$ cat src/rtl/lsu_controller.sv
// lsu_controller: multi-cycle load/store sequencer between the RV32I datapath
// and a req/ack data-memory port. Generates byte-lane enables, positions store
// data into lanes, aligns and sign/zero-extends load data, and aborts a beat
// with bus_err after ACK_TIMEOUT cycles without ack (0 = wait forever).
// Optional feature macro: LSU_MISALIGN_SPLIT_EN -- when defined, misaligned
// accesses are split into two word beats instead of being rejected with
// misalign_err.
module lsu_controller #(
    parameter int unsigned ACK_TIMEOUT = 16
) (
    input  logic        clk_i,
    input  logic        reset_i,
    input  logic        start_i,
    input  logic        is_store_i,
    input  logic [2:0]  load_store_i,
    input  logic [31:0] addr_i,
    input  logic [31:0] wdata_i,
    output logic        busy_o,
    output logic        done_o,
    output logic [31:0] rdata_out_o,
    output logic        misalign_err_o,
    output logic        bus_err_o,
    output logic        mem_req_o,
    output logic        mem_we_o,
    output logic [31:0] mem_addr_o,
    output logic [3:0]  mem_be_o,
    output logic [31:0] mem_wdata_o,
    input  logic [31:0] mem_rdata_i,
    input  logic        mem_ack_i
);

    localparam int CW = (ACK_TIMEOUT > 1) ? $clog2(ACK_TIMEOUT + 1) : 1;

    typedef enum logic [1:0] {IDLE, BEAT0, BEAT1, RESP} state_t;

    state_t      state_q, state_d;
    logic        is_store_q, is_store_d;
    logic [2:0]  ls_q, ls_d;
    logic [1:0]  off_q, off_d;
    logic        split_q, split_d;
    logic [3:0]  be1_q, be1_d;
    logic [31:0] wd1_q, wd1_d;
    logic [31:0] beat0_q, beat0_d;
    logic [CW-1:0] cnt_q, cnt_d;
    logic        req_q, req_d;
    logic        we_q, we_d;
    logic [31:0] addr_q, addr_d;
    logic [3:0]  be_q, be_d;
    logic [31:0] wd_q, wd_d;
    logic [31:0] rdata_q, rdata_d;
    logic        mis_q, mis_d;
    logic        berr_q, berr_d;

    // Lane placement of the incoming request, computed across 8 lanes so the
    // upper half directly gives the second beat of a split access.
    logic [3:0]  mask_in;
    logic [7:0]  be8_in;
    logic [63:0] w64_in;
    logic        split_in;
    logic        launch;
    logic        timeout;
    logic [63:0] rd64;
    logic [31:0] raw;

    function automatic logic [31:0] extend(input logic [2:0] ls, input logic [31:0] r);
        case (ls)
            3'b001:  return {{24{r[7]}}, r[7:0]};
            3'b011:  return {24'h0, r[7:0]};
            3'b010:  return {{16{r[15]}}, r[15:0]};
            3'b100:  return {16'h0, r[15:0]};
            default: return r;
        endcase
    endfunction

    // Request decode: size mask, lane enables, store data, split detection.
    always_comb begin
        case (load_store_i)
            3'b001, 3'b011: mask_in = 4'b0001;
            3'b010, 3'b100: mask_in = 4'b0011;
            default:        mask_in = 4'b1111;
        endcase
        be8_in   = {4'b0000, mask_in} << addr_i[1:0];
        w64_in   = {32'h0, wdata_i} << {addr_i[1:0], 3'b000};
        // Lanes spilling past lane 3 are exactly the misaligned cases.
        split_in = |be8_in[7:4];
        timeout  = (ACK_TIMEOUT != 0) && (32'(cnt_q) == ACK_TIMEOUT - 32'd1);
        // Beat1 bytes sit above beat0 bytes; shifting by the offset aligns both.
        rd64     = (state_q == BEAT1) ? {mem_rdata_i, beat0_q} : {32'h0, mem_rdata_i};
        raw      = 32'(rd64 >> {off_q, 3'b000});
    end

    // Next-state and registered-output logic of the access sequencer.
    always_comb begin
        state_d    = state_q;
        is_store_d = is_store_q;
        ls_d       = ls_q;
        off_d      = off_q;
        split_d    = split_q;
        be1_d      = be1_q;
        wd1_d      = wd1_q;
        beat0_d    = beat0_q;
        cnt_d      = cnt_q;
        req_d      = req_q;
        we_d       = we_q;
        addr_d     = addr_q;
        be_d       = be_q;
        wd_d       = wd_q;
        rdata_d    = rdata_q;
        mis_d      = mis_q;
        berr_d     = berr_q;
        launch     = 1'b0;

        unique case (state_q)
            IDLE: begin
                if (start_i) begin
                    is_store_d = is_store_i;
                    ls_d       = load_store_i;
                    off_d      = addr_i[1:0];
                    split_d    = split_in;
                    be1_d      = be8_in[7:4];
                    wd1_d      = w64_in[63:32];
                    mis_d      = 1'b0;
                    berr_d     = 1'b0;
`ifdef LSU_MISALIGN_SPLIT_EN
                    launch = 1'b1;
`else
                    if (split_in) begin
                        state_d = RESP;
                        mis_d   = 1'b1;
                    end else begin
                        launch = 1'b1;
                    end
`endif
                end
            end
            BEAT0, BEAT1: begin
                if (mem_ack_i) begin
                    if (state_q == BEAT0 && split_q) begin
                        // Second beat follows back-to-back so a split costs one cycle.
                        state_d = BEAT1;
                        beat0_d = mem_rdata_i;
                        addr_d  = addr_q + 32'd4;
                        be_d    = be1_q;
                        wd_d    = wd1_q;
                        cnt_d   = '0;
                    end else begin
                        state_d = RESP;
                        req_d   = 1'b0;
                        we_d    = 1'b0;
                        be_d    = 4'b0000;
                        if (!is_store_q) rdata_d = extend(ls_q, raw);
                    end
                end else if (timeout) begin
                    state_d = RESP;
                    req_d   = 1'b0;
                    we_d    = 1'b0;
                    be_d    = 4'b0000;
                    berr_d  = 1'b1;
                    rdata_d = 32'h0;
                end else begin
                    cnt_d = cnt_q + 1'b1;
                end
            end
            RESP: begin
                state_d = IDLE;
                mis_d   = 1'b0;
                berr_d  = 1'b0;
            end
            default: state_d = IDLE;
        endcase

        if (launch) begin
            state_d = BEAT0;
            req_d   = 1'b1;
            we_d    = is_store_i;
            addr_d  = {addr_i[31:2], 2'b00};
            be_d    = be8_in[3:0];
            wd_d    = w64_in[31:0];
            cnt_d   = '0;
        end
    end

    // State and output registers with synchronous reset.
    always_ff @(posedge clk_i) begin
        if (reset_i) begin
            state_q    <= IDLE;
            is_store_q <= 1'b0;
            ls_q       <= 3'b000;
            off_q      <= 2'b00;
            split_q    <= 1'b0;
            be1_q      <= 4'b0000;
            wd1_q      <= 32'h0;
            beat0_q    <= 32'h0;
            cnt_q      <= '0;
            req_q      <= 1'b0;
            we_q       <= 1'b0;
            addr_q     <= 32'h0;
            be_q       <= 4'b0000;
            wd_q       <= 32'h0;
            rdata_q    <= 32'h0;
            mis_q      <= 1'b0;
            berr_q     <= 1'b0;
        end else begin
            state_q    <= state_d;
            is_store_q <= is_store_d;
            ls_q       <= ls_d;
            off_q      <= off_d;
            split_q    <= split_d;
            be1_q      <= be1_d;
            wd1_q      <= wd1_d;
            beat0_q    <= beat0_d;
            cnt_q      <= cnt_d;
            req_q      <= req_d;
            we_q       <= we_d;
            addr_q     <= addr_d;
            be_q       <= be_d;
            wd_q       <= wd_d;
            rdata_q    <= rdata_d;
            mis_q      <= mis_d;
            berr_q     <= berr_d;
        end
    end

    assign busy_o         = (state_q != IDLE);
    assign done_o         = (state_q == RESP);
    assign rdata_out_o    = rdata_q;
    assign misalign_err_o = mis_q;
    assign bus_err_o      = berr_q;
    assign mem_req_o      = req_q;
    assign mem_we_o       = we_q;
    assign mem_addr_o     = addr_q;
    assign mem_be_o       = be_q;
    assign mem_wdata_o    = wd_q;

endmodule

$ cat config.mk
export PLATFORM = sky130hd
export DESIGN_NAME = lsu_controller
export DESIGN_NICKNAME = d
export VERILOG_FILES = /design/src/rtl/lsu_controller.sv
export SDC_FILE = /design/constraint.sdc
export NUM_CORES = 1
export LEC_CHECK = 0
export ABC_AREA = 1
export CAP_MARGIN = 25
export CORE_MARGIN = 10
export CORE_UTILIZATION = 30
export CTS_CLUSTER_DIAMETER = 50
export DETAILED_ROUTE_END_ITERATION = 8
export GPL_TIMING_DRIVEN = 0
export PLACE_DENSITY = 0.61
export SLEW_MARGIN = 10
export SYNTH_ARGS = -nofsm -noshare
export SYNTH_HDL_FRONTEND = slang
export SYNTH_SLANG_ARGS = --single-unit
$ cat constraint.sdc
create_clock -name clk_i -period 3.3 [get_ports clk_i]
set_clock_uncertainty 0.2 [all_clocks]
set_input_delay 0.33 -clock clk_i [delete_from_list [all_inputs] [get_ports clk_i]]
set_output_delay 0.33 -clock clk_i [all_outputs]
set_load 0.05 [all_outputs]
# After elaboration in Yosys (flattened, before gate mapping)
# Cells that the tools add are included.
# word_totals
regBits	186
inputBits	104
out_inout_bits	106
word_cells	120
# op_classes
n_addsub	2
eq_ne	25
shift	3
n_mux	46
reduce_logical	25
# op_table
operator	count
2-to-1 mux 32 bit	12
one-hot mux 32 bit (4 select lines)	1
2-to-1 mux 64 bit	1
left shift 32 x 5 -> 64 bit	1
right shift 64 x 5 -> 32 bit	1
adder 32 x 3 -> 32 bit, second input constant	1
AND reduction 3 bit	7
2-to-1 mux 4 bit	5
2-to-1 mux 1 bit	16
2-to-1 mux 5 bit	3
inequality test 2 bit, second input constant	7
== test 3 x 2 -> 1 bit, second input constant	4
inequality test 3 bit, second input constant	4
nonzero test 2 bit	6
2-to-1 mux 2 bit	4
one-hot mux 4 bit (2 select lines)	1
OR reduction 2 bit	4
left shift 4 x 2 -> 8 bit	1
== test 3 x 1 -> 1 bit, second input constant	2
== test 3 bit, second input constant	2
one-hot mux 2 bit (3 select lines)	1
AND reduction 2 bit	3
adder 5 x 1 -> 5 bit, second input constant	1
== test 5 x 4 -> 1 bit, second input constant	1
11 further kinds	12

# Longest topological paths before layout
# depth
ltp_word	10
mapped_depth	14
ltp_nobuf	12

# Least setup slack after synthesis
# OpenSTA, ideal clock, no wires.
# synth_path
path_kind	register to register
start	register addr_q[3] (netlist: mem_addr_o[3])
end	register addr_q[22] (netlist: mem_addr_o[22])
setup_time_ns	0.113
arrival_time_ns	1.910
required_ns	2.987
slack_ns	1.078
stages_incl_launch_ff	10
n_path_buf	0
period_less_slack_ns	2.222
path_cell_list	dfxtp_1 ha_1 nand3_1 inv_1 nand2_1 nor2_1 nand3_1 xor2_1 nor2_1 nor2_1
# synth_via
elab_chain_len	5
# synth_rtl
item	line_no	source
start, declared	47	logic [31:0] addr_q, addr_d;
start signal, assigned	215	addr_q <= addr_d;
adder 32 x 3 -> 32 bit	142	addr_d = addr_q + 32'd4;
2-to-1 mux 32 bit	138	if (state_q == BEAT0 && split_q) begin
2-to-1 mux 32 bit	137	if (mem_ack_i) begin
2-to-1 mux 32 bit	113	unique case (state_q)
2-to-1 mux 32 bit	172	if (launch) begin
# No other way between the ends. The select of a mux whose other input is x is not followed.
# A chain may end at the register's enable or synchronous reset.

# Worst setup path in the final report
# layout_path
start	register state_q[0]
end	register rdata_q[18] (netlist: rdata_out_o[18])
# layout_via
elab_chain_len	7
elab_cells_between_ends	12
cone_classes	eq/ne: 3; shift: 1; mux: 5; reduce/logical: 3
# layout_rtl
item	line_no	source
start, declared	36	state_t state_q, state_d;
start signal, assigned	204	state_q <= state_d;
== test 2 bit	88, 113	
2-to-1 mux 64 bit	88	rd64 = (state_q == BEAT1) ? {mem_rdata_i, beat0_q} : {32'h0, mem_rdata_i};
right shift 64 x 5 -> 32 bit	89	raw = 32'(rd64 >> {off_q, 3'b000});
one-hot mux 32 bit (4 select lines)	66	case (ls)
2-to-1 mux 32 bit	151	if (!is_store_q) rdata_d = extend(ls_q, raw);
2-to-1 mux 32 bit	138	
2-to-1 mux 32 bit	137	
end signal, assigned	218	rdata_q <= rdata_d;
end, declared	50	logic [31:0] rdata_q, rdata_d;
# Parallel ways exist; a longest one is shown, timed or not. The select of a mux whose other input is x is not followed.

==> results.py <==
metrics = {
    "setup_path": {
        "setup.worst_path.start": "state_q[0]",
        "cp-endpoint": "rdata_out_o[18]",
        "worstSetupPathType": "reg -> reg",
        "crit_arrival_ns": 2.89,
        "critPathLaunchType": "register",
        "worstPathMaxFanout": 10,
        "r2r_start": "state_q[0]",
        "crit_path_end_kind": "register",
        "reg2reg_slack_ns": 0.59,
        "r2r_end": "rdata_out_o[18]",
        "cp.required_ns": 3.48,
        "worstRegToRegCells": 11,
    },
    "global_route": {
        "antenna_found_initial": 2,
        "grt_pass1_vias": 11082,
        "grt_pass1_wl_mm": 68.6,
        "grtUsageTotal_pct": 21.7,
        "gr-total-overflow": 0,
        "grt_max_degree": 17,
    },
    "placed_design": {
        "routabilityCongestion": 0.971,
        "place_ws_ns": 0.550,
        "portBuffers": 205,
        "dpl.hpwl_mm": 35.8,
        "dpl-instance-area_mm2": 0.0125,
    },
    "timing": {
        "min_period_over_period_pct": 82.2,
        "max_slew_margin_pct": 38.3,
        "drv_slew": 0,
        "worstMarginPinSlew_ns": 0.926,
        "setup_violations": 0,
        "rsz0062_at_grt": "false",
        "worst_slack_ns": 0.587,
        "timing.fmax_ghz": 0.369,
        "timing.final.crit_period_ns": 2.71,
        "tns_ns": 0,
        "hold_viol": 0,
    },
    "clock_network": {
        "clockBufferDepth": 2,
        "cts_setup_buffers": 0,
        "cts.repair.resized": 0,
        "htreeDepth": 4,
        "root_buffer": "clkbuf_16",
        "clkSlewWorstSetupHoldPaths_ns": 0.08,
        "cts_sinks": 175,
        "cts_hold_buf": 0,
        "clock_latency_ns": 0.45,
        "cts_buffers": 17,
        "cts_tree": "done",
    },
    "route": {
        "drtPass1Iterations": 8,
        "post-route-drc-count": 0,
        "dr_total_vias": 11290,
        "wl_per_cell_um": 20.1,
        "drt_wl_total_mm": 45.2,
        "ant_nets": 0,
        "drt_iter0_drc": 1056,
        "drt-vias-per-instance": 5.03,
    },
    "yosys": {
        "synth_area_leader_cell": "dfxtp_1",
        "yosys_warnings": 0,
        "synth_commonest_cells": "nand2_1 (431), nor2_1 (221), dfxtp_1 (175), o21ai_0 (142), nand3_1 (136)",
        "synth_ff_type": "dfxtp_1",
        "synth_cell_types": 42,
        "synth_area_leaders": "dfxtp_1 (35%), nand2_1 (16%), nor2_1 (8.4%)",
        "synthCells": 1564,
        "synth_compound_area_share_pct": 17.0,
        "synth_top_area_share_pct": 35.5,
        "syn_area_mm2": 0.00987,
        "synth_top_family_by_area": "simple AND/OR/NAND/NOR gates",
        "avgSynthCellArea_um2": 6.31,
        "muxShareOfSynthArea_pct": 0.710,
        "seq_area_frac_synth_pct": 35.5,
        "ys_seq_elements": 175,
        "synthAdderAreaFrac_pct": 1.01,
        "async_flop_share_pct": 0,
        "synth_xor_xnor_area_share_pct": 1.33,
        "synth-simple-area-share_pct": 35.3,
        "synth_edf_count": 0,
        "synth.most_common_cell": "nand2_1",
    },
    "layout": {
        "synthToLayoutAreaGrowth_pct": 32.5,
        "post-route-util_pct": 40.2,
        "fin_area_mm2": 0.0131,
        "drive_gt1_share_pct": 6.22,
        "final_nets": 1901,
    },
    "hold_path": {
        "min_path_type": "in -> reg",
    },
    "pwr": {
        "pwr-share-clk_pct": 29.4,
        "p_sw_mw": 2.98,
        "p_per_area_mw_per_mm2": 555,
        "p_comb_share_pct": 36.6,
        "p_leak_nw": 5.35,
        "peakVddDrop_v": 0.000394,
        "p_int_mw": 4.27,
        "power_mw": 7.25,
        "swShare_pct": 41.1,
        "power_frac_seq_pct": 33.9,
    },
    "flow_run": {
        "cap_violations": 0,
    },
    "die": {
        "start_util_pct": 30.3,
        "die_w_um": 201,
        "die_area_mm2": 0.0406,
        "core_region_area_mm2": 0.0325,
        "io_pins": 210,
        "die_h_um": 201,
        "placementRows": 66,
    },
    "outcome": {
        "status": "complete, no violations",
    },
}
## metrics by stage
step / hold WS, ns / cells
3_5_place_dp: 0.255 / 2212
2_1_floorplan: 0.246 / 1565
5_1_grt: 0.200 / 2243
4_1_cts: 0.173 / 2243
3_3_place_gp: 0.252 / 2212
6_report: 0.188 / 2245
## worst min-delay path by stage
stage | slack [ns] | depth (start not counted) | startpoint | to
2_1_floorplan | 0.25 | 2 | wd1_q[10] | wd1_q[10]
3_3_place_gp | 0.25 | 2 | mem_wdata_o[27] | mem_wdata_o[27]
3_5_place_dp | 0.26 | 2 | mem_wdata_o[24] | mem_wdata_o[24]
4_1_cts | 0.17 | 5 | addr_i[0] | be1_q[2]
5_1_grt | 0.20 | 5 | addr_i[0] | be1_q[2]
6_report | 0.19 | 5 | addr_i[0] | be1_q[2]
## registers in the layout, summed over array words and instances, names as in the netlist
name            count
be1_q               3
beat0_q            32
bus_err_o           1
cnt_q               5
is_store_q          1
ls_q                3
mem_addr_o         30
mem_be_o            4
mem_req_o           1
mem_wdata_o        32
mem_we_o            1
misalign_err_o      1
off_q               2
rdata_out_o        32
split_q             1
state_q             2
wd1_q              24
## worst max-delay path: stages, from the launching register on
cell and delay (ns):
dfxtp_1 0.42, inv_1 0.09, ha_1 0.21, buf_4 0.18
inv_4 0.12, buf_2 0.22, o21ai_0 0.14, nand2_1 0.07
o21ai_0 0.16, o21ai_0 0.52, nand3_1 0.17, a21oi_1 0.14
## cell type report
cell class	instances	area [um^2]
Sequential cell	175	3500
Tap cell	442	553
Clock inverter	12	150
Multi-Input combinational cell	1184	5470
Antenna cell	2	5.00
Clock buffer	19	443
Fill cell	3574	19500
Inverter	108	410
Timing Repair Buffer	205	2050
Buffer	98	488
## cells by family (layout without fill, tap and decap cells)
| kind of cell | count (synthesis) | count (layout) |
|---|---|---|
| buffers and inverters | 206 | 442 |
| DFF | 175 | 175 |
| adders and majority gates | 8 | 8 |
| AOI/OAI and AO/OA | 310 | 310 |
| other | 1 | 4 |
| and+or+nand+nor | 842 | 842 |
| muxes | 7 | 7 |
| xor gates and xnor gates | 15 | 15 |
## power groups by stage
stage | Sequential, mW | Combinational, mW | Clock [mW]
floorplan | 2.86 | 1.23 | 0
global placement | 2.50 | 2.64 | 0
detailed placement | 2.50 | 2.64 | 0
CTS | 2.46 | 2.65 | 2.16
global route | 2.48 | 2.87 | 2.23
finish | 2.46 | 2.66 | 2.14
## layer usage
metal  up-vias  share of wire [%]  track usage (%)
met4         0                2.7             7.54
met5         -                  0                0
met2       413                 45             34.3
met1      5272                 46             28.5
met3        57                6.8             4.95
li1       5548                  -                -
## cells in the final DEF, fill, tap and decap left out, types with 10 or more instances in the layout
| master | instances |
|---|---|
| xor2_1 | 12 |
| nand2_1 | 431 |
| clkdlybuf4s50_1 | 205 |
| o21ai_0 | 142 |
| nand3_1 | 136 |
| a21oi_1 | 122 |
| dfxtp_1 | 175 |
| clkbuf_1 | 47 |
| nor2_1 | 221 |
| o22ai_1 | 10 |
| nand4_1 | 11 |
| nor3_1 | 11 |
| buf_2 | 30 |
| o31ai_1 | 12 |
| inv_1 | 100 |
| clkbuf_16 | 17 |
(Power assumes the default switching activity.)
